File: src/rtl/imem_loader_if.sv
// Word-stream and memory-port bundle for the instruction memory loader.
//   slave  : the loader side. It receives in_valid/in_data/douta and drives
//            in_ready plus the memory write port (addr/din/wea).
//   master : the environment side. This is the word source together with the
//            1K x 16 memory that returns douta.
interface imem_loader_if #(
    parameter int ADDR_W = 10,
    parameter int DATA_W = 16
);
    logic              in_valid;
    logic [DATA_W-1:0] in_data;
    logic              in_ready;
    logic [ADDR_W-1:0] addr;
    logic [DATA_W-1:0] din;
    logic              wea;
    logic [DATA_W-1:0] douta;

    modport master (
        output in_valid, in_data, douta,
        input  in_ready, addr, din, wea
    );

    modport slave (
        input  in_valid, in_data, douta,
        output in_ready, addr, din, wea
    );
endinterface

File: src/rtl/imem_loader.sv
// Program loader for the processor's 1K x 16 instruction memory.
// It streams words over a valid/ready handshake into the memory starting at
// address 0. It then reads the image back and compares a 16-bit modular
// checksum of the readback against the checksum of the written words.
// Ports:
//   clk, reset   : clock and synchronous active-high reset
//   start, len   : load request (sampled only in IDLE), word count (clamped to 2^ADDR_W)
//   bus          : word stream (in_valid/in_data/in_ready) and memory port
//                  (addr/din/wea out, douta in)
//   cpu_hold     : high while a load is in progress
//   done         : one-cycle end-of-load pulse
//   error        : sticky readback checksum mismatch
//   checksum     : modular sum of the written words
module imem_loader #(
    parameter int ADDR_W = 10,
    parameter int DATA_W = 16,
    parameter int RD_LAT = 1
) (
    input  logic              clk,
    input  logic              reset,
    input  logic              start,
    input  logic [ADDR_W:0]   len,
    imem_loader_if.slave      bus,
    output logic              cpu_hold,
    output logic              done,
    output logic              error,
    output logic [DATA_W-1:0] checksum
);

    typedef enum logic [2:0] {IDLE, WRITE, FLUSH, VERIFY, FINISH} state_t;

    localparam logic [ADDR_W:0]   MAX_LEN = {1'b1, {ADDR_W{1'b0}}};
    localparam logic [ADDR_W:0]   ONE_L   = 1;
    localparam logic [ADDR_W-1:0] ONE_A   = 1;

    function automatic logic [ADDR_W:0] clamp_len(input logic [ADDR_W:0] n);
        return (n > MAX_LEN) ? MAX_LEN : n;
    endfunction

    // Modular 16-bit (DATA_W) sum; the carry out is deliberately dropped.
    function automatic logic [DATA_W-1:0] csum_add(input logic [DATA_W-1:0] a,
                                                   input logic [DATA_W-1:0] b);
        return a + b;
    endfunction

    state_t              state;
    logic [ADDR_W:0]     len_l;
    logic [ADDR_W-1:0]   wptr;
    logic [ADDR_W-1:0]   rptr;
    logic [ADDR_W:0]     smp_cnt;
    logic [DATA_W-1:0]   rb_sum;
    logic                in_ready_r;
    logic [ADDR_W-1:0]   addr_r;
    logic [DATA_W-1:0]   din_r;
    logic                wea_r;
    // vld_p[0] marks a read address on the bus this cycle; vld_p[RD_LAT]
    // marks the cycle in which that address's douta is valid.
    logic [RD_LAT:0]     vld_p;

    assign bus.in_ready = in_ready_r;
    assign bus.addr     = addr_r;
    assign bus.din      = din_r;
    assign bus.wea      = wea_r;

    always_ff @(posedge clk) begin
        if (reset) begin
            state      <= IDLE;
            len_l      <= '0;
            wptr       <= '0;
            rptr       <= '0;
            smp_cnt    <= '0;
            rb_sum     <= '0;
            in_ready_r <= 1'b0;
            addr_r     <= '0;
            din_r      <= '0;
            wea_r      <= 1'b0;
            vld_p      <= '0;
            cpu_hold   <= 1'b0;
            done       <= 1'b0;
            error      <= 1'b0;
            checksum   <= '0;
        end else begin
            wea_r <= 1'b0;
            done  <= 1'b0;
            // Read-tag pipeline: advances every cycle, fed by vld_p[0].
            vld_p[RD_LAT:1] <= vld_p[RD_LAT-1:0];

            case (state)
                IDLE: begin
                    if (start) begin
                        wptr     <= '0;
                        rptr     <= '0;
                        smp_cnt  <= '0;
                        rb_sum   <= '0;
                        checksum <= '0;
                        error    <= 1'b0;
                        cpu_hold <= 1'b1;
                        if (len == '0) begin
                            // Empty load: straight to the end pulse.
                            done  <= 1'b1;
                            state <= FINISH;
                        end else begin
                            len_l      <= clamp_len(len);
                            in_ready_r <= 1'b1;
                            state      <= WRITE;
                        end
                    end
                end

                WRITE: begin
                    if (bus.in_valid && in_ready_r) begin
                        wea_r    <= 1'b1;
                        addr_r   <= wptr;
                        din_r    <= bus.in_data;
                        checksum <= csum_add(checksum, bus.in_data);
                        wptr     <= wptr + ONE_A;
                        if ({1'b0, wptr} == len_l - ONE_L) begin
                            in_ready_r <= 1'b0;
                            state      <= FLUSH;
                        end
                    end
                end

                // Last write is on the bus this cycle; the first read follows.
                FLUSH: begin
                    addr_r   <= '0;
                    rptr     <= ONE_A;
                    vld_p[0] <= 1'b1;
                    state    <= VERIFY;
                end

                VERIFY: begin
                    // Issue side: one address per cycle until address L-1 is out.
                    if (vld_p[0] && ({1'b0, addr_r} != len_l - ONE_L)) begin
                        addr_r   <= rptr;
                        rptr     <= rptr + ONE_A;
                        vld_p[0] <= 1'b1;
                    end else begin
                        vld_p[0] <= 1'b0;
                    end
                    // Return side: accumulate tagged douta samples.
                    if (vld_p[RD_LAT]) begin
                        rb_sum  <= csum_add(rb_sum, bus.douta);
                        smp_cnt <= smp_cnt + ONE_L;
                        if (smp_cnt + ONE_L == len_l) begin
                            done  <= 1'b1;
                            error <= (csum_add(rb_sum, bus.douta) != checksum);
                            state <= FINISH;
                        end
                    end
                end

                FINISH: begin
                    cpu_hold <= 1'b0;
                    state    <= IDLE;
                end

                default: begin
                    state <= IDLE;
                end
            endcase
        end
    end

endmodule

File: src/flat_wrapper.sv
// flat-port wrapper written by rule: the top's interface ports become plain ports
module imem_loader_flat 
#(
    parameter int ADDR_W = 10,
    parameter int DATA_W = 16,
    parameter int RD_LAT = 1
)
  (clk, reset, start, len, cpu_hold, done, error, checksum, bus_in_valid, bus_in_data, bus_douta, bus_in_ready, bus_addr, bus_din, bus_wea);
  imem_loader_if #(.ADDR_W(ADDR_W), .DATA_W(DATA_W)) bus_i ();
  input  logic clk;
  input  logic reset;
  input  logic start;
  input  logic [ADDR_W:0] len;
  output logic cpu_hold;
  output logic done;
  output logic error;
  output logic [DATA_W-1:0] checksum;
  input wire logic [$bits(bus_i.in_valid)-1:0] bus_in_valid;
  input wire logic [$bits(bus_i.in_data)-1:0] bus_in_data;
  input wire logic [$bits(bus_i.douta)-1:0] bus_douta;
  output wire logic [$bits(bus_i.in_ready)-1:0] bus_in_ready;
  output wire logic [$bits(bus_i.addr)-1:0] bus_addr;
  output wire logic [$bits(bus_i.din)-1:0] bus_din;
  output wire logic [$bits(bus_i.wea)-1:0] bus_wea;
  assign bus_i.in_valid = bus_in_valid;
  assign bus_i.in_data = bus_in_data;
  assign bus_i.douta = bus_douta;
  assign bus_in_ready = bus_i.in_ready;
  assign bus_addr = bus_i.addr;
  assign bus_din = bus_i.din;
  assign bus_wea = bus_i.wea;
  imem_loader #(.ADDR_W(ADDR_W), .DATA_W(DATA_W), .RD_LAT(RD_LAT)) u_core (.clk(clk), .reset(reset), .start(start), .len(len), .bus(bus_i), .cpu_hold(cpu_hold), .done(done), .error(error), .checksum(checksum));
endmodule
File: config.mk
export PLATFORM = sky130hd
export DESIGN_NAME = imem_loader_flat
export DESIGN_NICKNAME = d
export VERILOG_FILES = /design/src/rtl/imem_loader_if.sv /design/src/rtl/imem_loader.sv /design/src/flat_wrapper.sv
export SDC_FILE = /design/constraint.sdc
export NUM_CORES = 1
export LEC_CHECK = 0
export CORE_MARGIN = 5
export CORE_UTILIZATION = 45
export CTS_CLUSTER_DIAMETER = 30
export DETAILED_ROUTE_END_ITERATION = 6
export GPL_TIMING_DRIVEN = 0
export PLACE_DENSITY = 0.79
export SYNTH_ARGS = -nofsm -noshare
export SYNTH_HDL_FRONTEND = slang
export SYNTH_SLANG_ARGS = --single-unit
export TNS_END_PERCENT = 20
File: constraint.sdc
create_clock -name clk -period 3.6 [get_ports clk]
set_input_delay 0.54 -clock clk [delete_from_list [all_inputs] [get_ports clk]]
set_output_delay 0.54 -clock clk [all_outputs]
set_load 0.02 [all_outputs]
# ---- After elaboration in Yosys (flattened, before gate mapping)
# Cells that the tools add are included.
dict set report classes {
  n_addsub 6
  order_cmp 1
  n_eq_ne 15
  muxes 43
  bitwise 2
  n_reduce_logical 21
}
# operator n
set op_table {}
lappend op_table {{one-hot mux 16 bit (2 select lines)} 2}
lappend op_table {{one-hot mux 10 bit (3 select lines)} 2}
lappend op_table {{two-way mux 10 bit} 5}
lappend op_table {{two-way mux 16 bit} 3}
lappend op_table {{two-way mux 11 bit} 3}
lappend op_table {{adder 16 bit} 2}
lappend op_table {{one-hot mux 11 bit (2 select lines)} 1}
lappend op_table {{adder 10 x 1 -> 10 bit, second input constant} 2}
lappend op_table {{one-hot mux 10 bit (2 select lines)} 1}
lappend op_table {{two-way mux 3 bit} 6}
lappend op_table {{!= test 16 bit} 1}
lappend op_table {{AND reduction 3 bit} 5}
lappend op_table {{two-way mux 1 bit} 14}
lappend op_table {{one-hot mux 3 bit (4 select lines)} 1}
lappend op_table {{adder 11 x 1 -> 11 bit, second input constant} 1}
lappend op_table {{== test 10 x 11 -> 1 bit} 1}
lappend op_table {{== test 11 bit} 1}
lappend op_table {{greater-than comparator 11 bit, second input constant} 1}
lappend op_table {{zero test 11 bit} 1}
lappend op_table {{!= test 10 x 11 -> 1 bit} 1}
lappend op_table {{subtractor 11 x 1 -> 11 bit, second input constant} 1}
lappend op_table {{!= test 2 x 1 -> 1 bit, second input constant} 5}
lappend op_table {{one-hot mux 1 bit (2 select lines)} 5}
lappend op_table {{AND reduction 5 bit} 2}
lappend op_table {{12 further kinds} 21}
dict set report word_totals {
  ff_bits 110
  word_cells 104
}

# ---- Longest topological paths before layout
dict set report depth {
  word_depth 5
  mapped_depth 13
}

# ---- Worst setup path before layout
# OpenSTA, ideal clock, no wires.
dict set report synth_path {
  path_type {flip-flop to flip-flop}
  from {register u_core.len_l[0]}
  to {register u_core.addr_r[1], in the netlist u_core.bus.addr[1]}
  setup_ns 0.091
  arrival_time_ns 2.803
  required_time_ns 3.509
  setup_slack_ns 0.706
  stages_incl_launch_ff 13
  n_path_buf 2
  period_less_slack_ns 2.894
  cell_sequence {dfxtp_1 -> buf_6 -> inv_1 -> ha_1 -> or3b_1 -> nor4_1 -> xnor2_1 -> nand2_1 -> nor4_2 -> nand2_1 -> a311o_1 -> clkbuf_1 -> a311oi_1}
}
dict set report synth_between {
  elab_chain_len 5
}
# item line
set synth_lines {}
lappend synth_lines {{from (decl)} imem_loader.sv:47} ;# logic [ADDR_W:0] len_l;
lappend synth_lines {{from (signal assigned)} imem_loader.sv:103} ;# len_l <= clamp_len(len);
lappend synth_lines {{subtractor 11 x 1 -> 11 bit} imem_loader.sv:134} ;# if (vld_p[0] && ({1'b0, addr_r} != len_l - ONE_L)) begin
lappend synth_lines {{!= test 10 x 11 -> 1 bit} imem_loader.sv:134}
lappend synth_lines {{logical AND 1 bit} imem_loader.sv:134}
lappend synth_lines {{!= test 2 x 1 -> 1 bit (no line)} --}
lappend synth_lines {{AND reduction 3 bit (no line)} --}
lappend synth_lines {{to (signal assigned)} imem_loader.sv:113} ;# addr_r <= wptr;
lappend synth_lines {{to (signal assigned)} imem_loader.sv:135} ;# addr_r <= rptr;
lappend synth_lines {{to (decl)} imem_loader.sv:53} ;# logic [ADDR_W-1:0] addr_r;
# No other way between the ends.
# A chain may end at the register's enable or synchronous reset.

# ---- Worst setup path after layout
dict set report layout_path {
  from {register u_core.len_l[0]}
  to {register u_core.addr_r[2], in the netlist u_core.bus.addr[2]}
}
# Same word-level chain as after synthesis.

==> summary.txt <==
Power and ir drop
  • Peak supply drop: 0.231 mV
  • Int Pwr: 2.11 mW
  • Pleak: 3.01 nW
  • Seq pwr share: 43.9%
  • Combinational group share of total power: 18.5%
  • Psw: 0.813 mW
  • Clock Power Share: 37.5%
  • Sw Share: 27.8%
  • P per Cell Area: 357 nW/um^2

Critical path
  • CP max stage delay: 0.43 ns
  • CP bufs+invs: 3
  • Worst EP required: 3.86 ns
  • Reg2reg path depth: 12
  • CP Max Fanout: 10
  • Arrival time of the worst setup path: 3.61 ns
  • R2R Setup Slk: 0.25 ns
  • RR Startpoint: u_core.len_l[0]$_SDFFE_PP0P_
  • Critical Path Source: u_core.len_l[0]$_SDFFE_PP0P_
  • Crit path cell chain: buf_6, inv_1, ha_1, or3b_1, nor4_1, xnor2_1, nand2_1, nor4_4, nand2_1, a311o_1, clkbuf_1, a311oi_1
  • Most used cell, CP: nand2_1
  • Worst Setup End Kind: register
  • CP max stage cell: or3b_1
  • WS Path Type: register to register
  • Startpoint types: register
  • Worst path depth: 12
  • Delay-heaviest family, CP: simple AND/OR/NAND/NOR gates

Job
  • Max-cap violations: 0

Synthesis
  • Post-synth cell types: 57
  • Share of the synthesized area in the top cell type: 32.9%
  • Yosys warnings: 0
  • Seq/Total Area, Yosys: 32.9%
  • Largest cells by area after synthesis: dfxtp_1 (33%), xnor2_1 (6.7%), ha_1 (6.4%)
  • Syn_nets: 926
  • Syn Inst Count: 843
  • Async SR Flop Fraction: 0%
  • Top FF cell, synth: dfxtp_1
  • Synthesized area: 6690 um^2
  • Average footprint of a synthesized cell: 7.93 um^2
  • Post-synth EDFFs: 0
  • FF+latch count, synth: 110
  • Yosys top cell by area: dfxtp_1

Detailed routing
  • DR vias/cell: 5.69
  • Routed len/inst: 16.5 um
  • Initial DRC Count: 446
  • Routed via count: 6460
  • ANT nets after route: 0
  • Drt pass-1 iters: 7
  • DRC: 0
  • Final WL: 18800 um

GRT
  • Pin count of the biggest net entering global routing: 18
  • Vias in the first global route: 6181
  • Grt ovf: 0
  • Antenna violations before repair: 0
  • Global-route wire length before repair: 30700 um
  • Total global-route track usage: 21.2%

STA
  • F_max: 298 MHz
  • WHS: 0.459 ns
  • Setup Viol. Count Final: 0
  • RSZ-0062 raised after global routing: false
  • Tcrit/Tclk final: 93.1%
  • Worst Max-Slew Pin Slew: 1.21 ns
  • Fin Clk Skew: 0.00760 ns
  • Slew Limit Fails: 0
  • Final Hold Vio Count: 0
  • Rel. slew slack: 18.4%
  • Total Neg Setup Slack: 0 ns
  • Min cycle time layout: 3.35 ns

Hold path
  • Hold depth: 2
  • HP Class: register to register
  • HP Start: u_core.bus.din[14]$_SDFFE_PP0P_

CTS
  • CTS root buf: clkbuf_16
  • Worst skew pair latency: 0.36 ns
  • Post-CTS setup buffers: 0
  • CTS tree: done
  • CTS sink cnt: 110
  • Longest Clk Path Bufs: 2
  • Clk slew on worst S/H paths: 0.07 ns
  • Total CTS buffers: 9
  • CTS H-tree lvls: 3

Floorplanning
  • Row cnt: 44
  • Placeable core area: 14500 um^2
  • Initial Util: 46.0%
  • Die Wd: 132 um
  • IO Pins: 94
  • Die ar.: 17400 um^2
  • Die Height: 132 um

Layout
  • Area growth syn-to-layout: 22.4%
  • Layout cell share with drive strength beyond 1: 2.63%
  • Ant. Diodes: 0
  • Final net count: 1030
  • Fillers: 1401

Placed design
  • Detailed placement HPWL: 14200 um
  • Port Buffer Count: 93
  • Routability Congestion: 0.914

Outcome
  • Status: finished clean
-- synthesized netlist by cell type (all sizes together) (3+ instances only) --
cell / number
and3: 11
a21o: 8
nand2b: 9
a211oi: 6
o41ai: 3
o31ai: 3
xor2: 40
nor3b: 12
a22oi: 27
o211ai: 5
clkbuf: 41
or4: 4
mux2i: 3
ha: 34
nor4: 12
nor2b: 6
or3: 12
xnor2: 51
nand3: 33
a21oi: 83
a311oi: 13
inv: 18
xnor3: 3
a31oi: 4
o21ai: 28
nand2: 93
dfxtp: 110
nor3: 19
nand4: 11
buf: 4
nor2: 108
-- placed cells by master (no fill, tap or decap), drive strengths merged, types with 8 or more instances in the layout --
cell           synthesis  layout
nor3b                 12      12
and3                  11      11
clkdlybuf4s50          0      93
clkbuf                41      52
a311oi                13      13
nor4                  12      12
a21oi                 83      83
or3                   12      12
nand4                 11      11
a21o                   8       8
nor3                  19      19
dfxtp                110     110
o21ai                 28      28
nand2                 93      93
inv                   18      18
nand3                 33      33
nand2b                 9       9
a22oi                 27      27
ha                    34      34
xnor2                 51      51
nor2                 108     108
xor2                  40      40
-- repair_timing --
action | in CTS | in global routing
gates resized for setup | 0 | 1
hold buffers | 0 | 0
endpoints found under the setup margin | 0 | 5
-- flip-flops by register name (all words and copies together) (netlist names) --
register	count
u_core.bus.din	16
u_core.wptr	10
u_core.len_l	11
u_core.rb_sum	16
u_core.bus.wea	1
u_core.checksum	16
u_core.bus.in_ready	1
u_core.vld_p	2
u_core.smp_cnt	11
u_core.done	1
u_core.error	1
u_core.bus.addr	10
u_core.rptr	10
u_core.cpu_hold	1
u_core.state	3
-- logic make-up (layout without fill, tap and decap cells) --
family                     after synthesis  in the layout  synth area share [%]
muxes                                    4              4                 0.618
DFF                                    110            110                  32.9
buffers and inverters                   63            172                  3.69
xor gates and xnor gates                94             94                  12.9
and+or+nand+nor                        341            341                  24.5
AOI/OAI and AO/OA                      195            195                  18.4
adders and majority gates               36             36                  6.96
-- final cells by class --
cell class	instances	area, um^2	area share, %
plain buffers	45	179	2.19
clock buffers	11	243	2.97
clock inverters	5	82.6	1.01
inverters	18	67.6	0.826
multi-input cells	670	4250	51.9
flip-flops and latches	110	2200	26.9
well taps	184	230	2.81
repair buffers	93	931	11.4
-- through the flow --
step | util, % | setup slack [ns] | instance area (um^2) | power [mW] | instances
global placement | 54.0 | 0.0701 | 7850 | 1.83 | 1120
detailed placement | 54.0 | 0.00729 | 7850 | 1.84 | 1120
finish | 56.3 | 0.248 | 8180 | 2.92 | 1136
floorplan | - | 0.706 | 6690 | 1.65 | 843
CTS | 56.2 | 0.202 | 8170 | 2.94 | 1136
global route | 56.3 | 0.0847 | 8180 | 3.04 | 1136
-- tightest hold or removal path: cells and delay by family (launching register included) --
family          cells  cell delay, ns
flops               1            0.31
simple gates        1            0.05
compound gates      1            0.05
-- final timing paths --
check | endpoint
min | u_core.bus.din[14]$_SDFFE_PP0P_
min reg2reg | u_core.bus.din[14]$_SDFFE_PP0P_
max reg2reg | u_core.bus.addr[2]$_SDFFE_PP0P_
max | u_core.bus.addr[2]$_SDFFE_PP0P_
-- power by group through the flow --
stage	Clock, mW	Combinational [mW]	Sequential, mW
6_report	1.10	0.541	1.28
5_1_grt	1.16	0.590	1.29
4_1_cts	1.12	0.534	1.28
3_5_place_dp	0	0.530	1.31
3_3_place_gp	0	0.523	1.31
2_1_floorplan	0	0.327	1.32
-- per-layer routing --
metal | global-route usage (%) | share of wire (%) | up-vias | wire, um
met4 | 6.34 | 1.6 | 0 | 306
met1 | 28.2 | 45 | 3000 | 8510
li1 | - | - | 3206 | -
met5 | 0 | 0 | - | 0
met3 | 5.95 | 7.9 | 24 | 1480
met2 | 33.6 | 45 | 230 | 8500
Power figures use the tool's default switching activity.
